--- src/rtl/dcsk_pkg.sv ---
// Shared definitions for the DCSK demodulator slice.
// Holds the default geometry (MAX_SF, MSG_W), the frame state type and the
// spreading-factor clamp helper used when a frame start latches i_sf.
package dcsk_pkg;

  localparam int unsigned DCSK_MAX_SF = 32;
  localparam int unsigned DCSK_MSG_W  = 32;

  typedef enum logic [1:0] {
    IDLE = 2'd0,
    REF  = 2'd1,
    DATA = 2'd2
  } dcsk_demod_state_t;

  // Zero or anything above the buffer depth falls back to the full depth.
  function automatic int unsigned clamp_sf(input int unsigned sf, input int unsigned max_sf);
    if (sf == 0 || sf > max_sf) begin
      return max_sf;
    end
    return sf;
  endfunction

endpackage

--- src/rtl/dcsk_corr.sv ---
// DCSK correlator: reference chip buffer, chip index, match counter and the
// per-bit majority decision.
// Ports:
//   clk, rst      clock, synchronous active-high reset
//   clear         restart the half-bit counters this cycle (frame start/abort)
//   sf            chips per half-bit in effect this cycle
//   half          0 = reference half (store), 1 = data half (compare)
//   valid, chip   accepted chip and its value
//   done          combinational: this accepted chip completes the current half
//   dec_bit, tie  combinational decision, meaningful when done in the data half
module dcsk_corr
  import dcsk_pkg::*;
#(
  parameter int unsigned MAX_SF = DCSK_MAX_SF
) (
  input  logic                        clk,
  input  logic                        rst,
  input  logic                        clear,
  input  logic [$clog2(MAX_SF):0]     sf,
  input  logic                        half,
  input  logic                        valid,
  input  logic                        chip,
  output logic                        done,
  output logic                        dec_bit,
  output logic                        tie
);

  localparam int unsigned SF_W  = $clog2(MAX_SF) + 1;
  localparam int unsigned IDX_W = $clog2(MAX_SF);

  logic [MAX_SF-1:0] ref_q;
  logic [SF_W-1:0]   idx_q, idx_cur;
  logic [SF_W-1:0]   match_q, match_cur, match_fin;
  logic              is_match;
  logic              last;

  // A clear takes effect in the same cycle, so a chip arriving with the
  // frame start is treated as index 0 of a fresh reference half.
  always_comb begin
    idx_cur   = clear ? '0 : idx_q;
    match_cur = clear ? '0 : match_q;
    is_match  = (chip == ref_q[idx_cur[IDX_W-1:0]]);
    match_fin = match_cur + SF_W'(is_match);
    last      = (idx_cur == sf - SF_W'(1));
    done      = valid && last;
    dec_bit   = ({match_fin, 1'b0} > {1'b0, sf});
    tie       = ({match_fin, 1'b0} == {1'b0, sf});
  end

  always_ff @(posedge clk) begin
    if (rst) begin
      ref_q   <= '0;
      idx_q   <= '0;
      match_q <= '0;
    end else begin
      if (clear) begin
        idx_q   <= '0;
        match_q <= '0;
      end
      if (valid) begin
        if (!half) begin
          ref_q[idx_cur[IDX_W-1:0]] <= chip;
        end
        idx_q   <= last ? '0 : idx_cur + SF_W'(1);
        match_q <= (half && !last) ? match_fin : '0;
      end
    end
  end

endmodule

--- src/rtl/dcsk_demod.sv ---
// Binary DCSK demodulator top: frame FSM, bit counter and message shift
// register around the dcsk_corr correlator.
// Ports:
//   i_clk, i_rst              clock, synchronous active-high reset
//   i_sf                      chips per half-bit, latched on i_start (clamped)
//   i_start                   frame start / abort-and-restart
//   i_chip_valid, i_chip      received chip stream (1 = +1, 0 = -1)
//   o_busy                    frame in progress
//   o_bit, o_tie, o_bit_valid last decision, its low-confidence flag, pulse
//   o_msg, o_msg_valid        last complete word (first bit at MSB), pulse
module dcsk_demod
  import dcsk_pkg::*;
#(
  parameter int unsigned MAX_SF = DCSK_MAX_SF,
  parameter int unsigned MSG_W  = DCSK_MSG_W
) (
  input  logic                    i_clk,
  input  logic                    i_rst,
  input  logic [$clog2(MAX_SF):0] i_sf,
  input  logic                    i_start,
  input  logic                    i_chip_valid,
  input  logic                    i_chip,
  output logic                    o_busy,
  output logic                    o_bit,
  output logic                    o_bit_valid,
  output logic                    o_tie,
  output logic [MSG_W-1:0]        o_msg,
  output logic                    o_msg_valid
);

  localparam int unsigned SF_W = $clog2(MAX_SF) + 1;
  localparam int unsigned BC_W = $clog2(MSG_W + 1);

  dcsk_demod_state_t state_q, state_d, st_cur;
  logic [SF_W-1:0]   sf_q, sf_cur;
  logic [BC_W-1:0]   bit_cnt_q, bit_cnt_d, bit_cnt_cur;
  logic [MSG_W-1:0]  shift_q, shift_d, shift_cur, shift_nxt;
  logic              half, chip_acc, decide, last_bit;
  logic              corr_done, corr_bit, corr_tie;

  // i_start overrides the registered frame context for this cycle, which
  // both aborts a running frame and lets a same-cycle chip become ref[0].
  always_comb begin
    sf_cur      = i_start ? SF_W'(clamp_sf(32'(i_sf), MAX_SF)) : sf_q;
    st_cur      = i_start ? REF : state_q;
    bit_cnt_cur = i_start ? '0 : bit_cnt_q;
    shift_cur   = i_start ? '0 : shift_q;
    half        = (st_cur == DATA);
    chip_acc    = i_chip_valid && (st_cur != IDLE);
    decide      = chip_acc && corr_done && half;
    last_bit    = (bit_cnt_cur == BC_W'(MSG_W - 1));
    shift_nxt   = (shift_cur << 1) | MSG_W'(corr_bit);

    state_d = st_cur;
    if (chip_acc && corr_done) begin
      unique case (st_cur)
        REF:     state_d = DATA;
        DATA:    state_d = last_bit ? IDLE : REF;
        default: state_d = IDLE;
      endcase
    end

    bit_cnt_d = bit_cnt_cur;
    shift_d   = shift_cur;
    if (decide) begin
      bit_cnt_d = last_bit ? '0 : bit_cnt_cur + BC_W'(1);
      shift_d   = last_bit ? '0 : shift_nxt;
    end
  end

  dcsk_corr #(
    .MAX_SF(MAX_SF)
  ) u_corr (
    .clk     (i_clk),
    .rst     (i_rst),
    .clear   (i_start),
    .sf      (sf_cur),
    .half    (half),
    .valid   (chip_acc),
    .chip    (i_chip),
    .done    (corr_done),
    .dec_bit (corr_bit),
    .tie     (corr_tie)
  );

  always_ff @(posedge i_clk) begin
    if (i_rst) begin
      state_q     <= IDLE;
      sf_q        <= '0;
      bit_cnt_q   <= '0;
      shift_q     <= '0;
      o_bit       <= 1'b0;
      o_tie       <= 1'b0;
      o_bit_valid <= 1'b0;
      o_msg       <= '0;
      o_msg_valid <= 1'b0;
    end else begin
      state_q     <= state_d;
      sf_q        <= sf_cur;
      bit_cnt_q   <= bit_cnt_d;
      shift_q     <= shift_d;
      o_bit_valid <= decide;
      o_msg_valid <= decide && last_bit;
      if (decide) begin
        o_bit <= corr_bit;
        o_tie <= corr_tie;
      end
      if (decide && last_bit) begin
        o_msg <= shift_nxt;
      end
    end
  end

  assign o_busy = (state_q != IDLE);

endmodule

--- config.mk ---
export PLATFORM = sky130hd
export DESIGN_NAME = dcsk_demod
export DESIGN_NICKNAME = d
export VERILOG_FILES = /design/src/rtl/dcsk_pkg.sv /design/src/rtl/dcsk_corr.sv /design/src/rtl/dcsk_demod.sv
export SDC_FILE = /design/constraint.sdc
export NUM_CORES = 1
export LEC_CHECK = 0
export ABC_AREA = 1
export ABC_CLOCK_PERIOD_IN_PS = 4600
export CAP_MARGIN = 20
export CORE_ASPECT_RATIO = 0.7
export CORE_MARGIN = 5
export CORE_UTILIZATION = 53
export DETAILED_ROUTE_END_ITERATION = 7
export PLACE_DENSITY = 0.82
export SYNTH_ARGS = -nofsm -noshare
export SYNTH_HDL_FRONTEND = slang
export SYNTH_SLANG_ARGS = --single-unit
--- constraint.sdc ---
create_clock -name i_clk -period 4.6 [get_ports i_clk]
set_input_delay 1.15 -clock i_clk [delete_from_list [all_inputs] [get_ports i_clk]]
set_output_delay 1.15 -clock i_clk [all_outputs]
set_load 0.05 [all_outputs]
==> impl_metrics.tcl <==
set metrics [dict create \
    status "complete, no violations" \
    synth_cell_types 33 \
    synthFlopType "dfxtp_1" \
    first_pass_iters 7 \
    grt_max_degree 48 \
    io_buffers 47 \
    die_y_microns 100 \
    clock-root-buffer "clkbuf_16" \
    cts_buffers 17 \
    drc 0 \
    grt_util_met3_pct 4.76 \
    clockBufferDepth 2 \
    rsz0062_at_grt "no" \
    post_drt_via_cell_ratio 5.52 \
    synth_edf_count 0 \
    dpl_worst_slack_ns -0.340 \
    crit_family "simple AND/OR/NAND/NOR gates" \
    wl_microns 16100 \
    finalSetupViolations 0 \
    fp.dieArea_sq_um 13900 \
    synthArstFlopShare_pct 0 \
    cp.required_ns 4.85 \
    synthesis.instances 887 \
    finClkSkew_ns 0.0121 \
    avgSynthCellArea_sq_um 6.93 \
    cellPowerDensity_nw_per_um2 342 \
    layout.nets 961 \
    slew_violations 0 \
    multi_input_area_sq_um 3060 \
    area_growth_pct 21.9 \
    cp-start-kind "input pin" \
    busiest_layer "met1" \
    fin_util_pct 67.0 \
    hold_path.class "reg2reg" \
    ant_nets 0 \
    start_util_pct 55.0 \
    grt_pass1_wl_microns 26900 \
    cp-end-kind "flop" \
    area.sequential_sq_um 2500 \
    n_antenna_cell 0 \
    clkTransAtPathRegs_ns 0.06 \
    die_w_microns 139 \
    antenna_found_initial 0 \
    hpwl_microns 9860 \
    arrival_ns 4.32 \
    grt_pass1_vias 5435 \
    holdWs_ns 0.469 \
    maxCapViolations 0 \
    period_needed_ns 4.06 \
    worst-slew-pin-transition_ns 0.996 \
    cts_tree "built" \
    max-slew-margin-rel_pct 33.6 \
    num-fill-cells 915 \
    clock_latency_ns 0.42 \
    crit_fanout 5 \
    gpl.final_weighted_congestion 0.911 \
    ir_drop_uv 293 \
    wire_per_inst_microns 14.6 \
    cts.htree.levels 4 \
    crit_buf_inv 6 \
    fmax_ghz 0.246 \
    crit_slowest_cell "ha_1" \
    crit_path_frequent_cell "nand2_1" \
    cpPeakStageDelay_ns 0.27 \
    timing.final.hold_violations 0 \
    place_area_sq_um 6840 \
    worstSetupPathType "in2reg" \
    yosysSeqAreaShare_pct 40.7 \
    io_pins 48 \
    layout_setup_ws_ns 0.538 \
    gr-usage-met1_pct 33.9 \
    drive_gt1_share_pct 10.1 \
    gr-total-overflow 0 \
    period_share_pct 88.3 \
    syn_nets 911 \
    ys_ff_latch 125 \
    core_sq_um 11200 \
    grt_use_met2_pct 33.8 \
    vias 6087 \
    syn-cell-area_sq_um 6140 \
    yosysWarnings 0 \
    grt_util_all_layers_pct 23.2 \
    clkSinkCount 125 \
    stdcell_area_sq_um 7490 \
    leakagePower_uw 0.00334 \
    drt_iter0_markers 720 \
    r2r_slack_ns 1.03 \
    rows 32 \
]
[per-layer routing]
| metal | vias up | part of all wire (%) | routed length, microns |
|---|---|---|---|
| met2 | 223 | 44 | 7010 |
| met3 | 22 | 6.5 | 1050 |
| li1 | 3032 | - | - |
| met4 | 0 | 1.5 | 243 |
| met1 | 2810 | 48 | 7800 |
| met5 | - | 0 | 0 |
[path summary, 6_finish.rpt]
| check | depth (start not counted) | start | end |
|---|---|---|---|
| max | 26 | i_start | o_bit |
| min | 2 | o_msg[9] | o_msg[9] |
| max reg2reg | 25 | u_corr.idx_q[2] | o_bit |
| min reg2reg | 2 | o_msg[9] | o_msg[9] |
[tightest hold or removal path: cells and delay by family, from the launching register on]
kind | cells | cell delay, ns
AND/OR/NAND/NOR | 2 | 0.12
flip-flops | 1 | 0.31
[power by group]
group | internal, uW | switching (uW) | leakage (uW)
clock | 837 | 483 | 0.000274
combinational | 47.6 | 105 | 0.00206
sequential | 1090 | 3.01 | 0.00101
[metrics by stage]
stage	cells	total power [uW]	setup TNS, ns
final	1102	2560	0
after global routing	1102	2640	0
after CTS	1099	2570	0
after detailed placement	1068	1260	-1.03
after global placement	1068	1260	-0.520
after floorplan	887	1210	0
[logic make-up (layout without fill, tap and decap cells)]
kind of cell,count (synthesis),count (layout),synth area share (%)
buffers and inverters,152,214,10.0
flip-flops,125,125,40.7
AO/OA/AOI/OAI,132,132,13.0
XOR/XNOR,11,11,1.57
adder cells (fa/ha/maj),13,13,2.65
AND/OR/NAND/NOR,454,454,32.1
[flip-flops by register name, indices dropped and copies added, names as in the netlist]
| register | flops |
|---|---|
| o_msg | 32 |
| sf_q | 6 |
| u_corr.ref_q | 32 |
| o_tie | 1 |
| o_bit_valid | 1 |
| u_corr.match_q | 6 |
| shift_q | 31 |
| u_corr.idx_q | 6 |
| o_bit | 1 |
| bit_cnt_q | 6 |
| state_q | 2 |
| o_msg_valid | 1 |
[layout make-up]
type | instances | share of cell area (%)
multi-input cells | 610 | 40.8
flip-flops and latches | 125 | 33.4
repair buffers | 88 | 10.6
clock buffers | 22 | 6.33
inverters | 95 | 4.81
well taps | 153 | 2.56
clock inverters | 9 | 1.50
[cell usage in the layout, fill, tap and decap left out, types with 2 or more instances in the layout]
| cell | instances |
|---|---|
| clkinvlp_4 | 5 |
| dfxtp_1 | 125 |
| ha_1 | 13 |
| clkinv_4 | 2 |
| inv_1 | 81 |
| nor2_4 | 3 |
| nor3_1 | 2 |
| xor2_1 | 8 |
| o21ai_0 | 6 |
| nor2_1 | 85 |
| nand2_2 | 3 |
| a21oi_1 | 85 |
| clkbuf_1 | 2 |
| clkdlybuf4s50_1 | 45 |
| nand2_1 | 232 |
| clkbuf_16 | 17 |
| nand4_1 | 36 |
| nand3_1 | 87 |
| clkbuf_8 | 3 |
| bufinv_16 | 2 |
| a311oi_1 | 32 |
| inv_2 | 11 |
| clkinv_1 | 2 |
| o21ai_1 | 2 |
| buf_4 | 39 |
| xnor2_1 | 2 |
[timing repair]
action	CTS	global route
setup endpoints to repair	0	4
hold buffers	0	0
resized for setup	0	11
buffers inserted	0	3
[cell usage after synthesis (2+ instances only)]
master    number  area share, %
clkbuf_1      40            2.4
nand2_1      233             14
nor2_2         2           0.20
o21ai_1        2           0.16
buf_2          6           0.49
dfxtp_1      125             41
nor3_1         2           0.16
inv_2         10           0.61
nand2_2        2           0.20
a311oi_1      32            4.6
clkinv_1       4           0.24
nor2_1        85            5.2
inv_1         81            4.9
a221oi_1       2           0.29
nand3_1       87            7.1
nor2_4         2           0.37
nand4_1       36            3.7
o21ai_0        7           0.57
xnor2_1        3           0.43
ha_1          13            2.6
xor2_1         8            1.1
a21oi_1       85            6.9
buf_4         10            1.2
(Power assumes the default switching activity.)
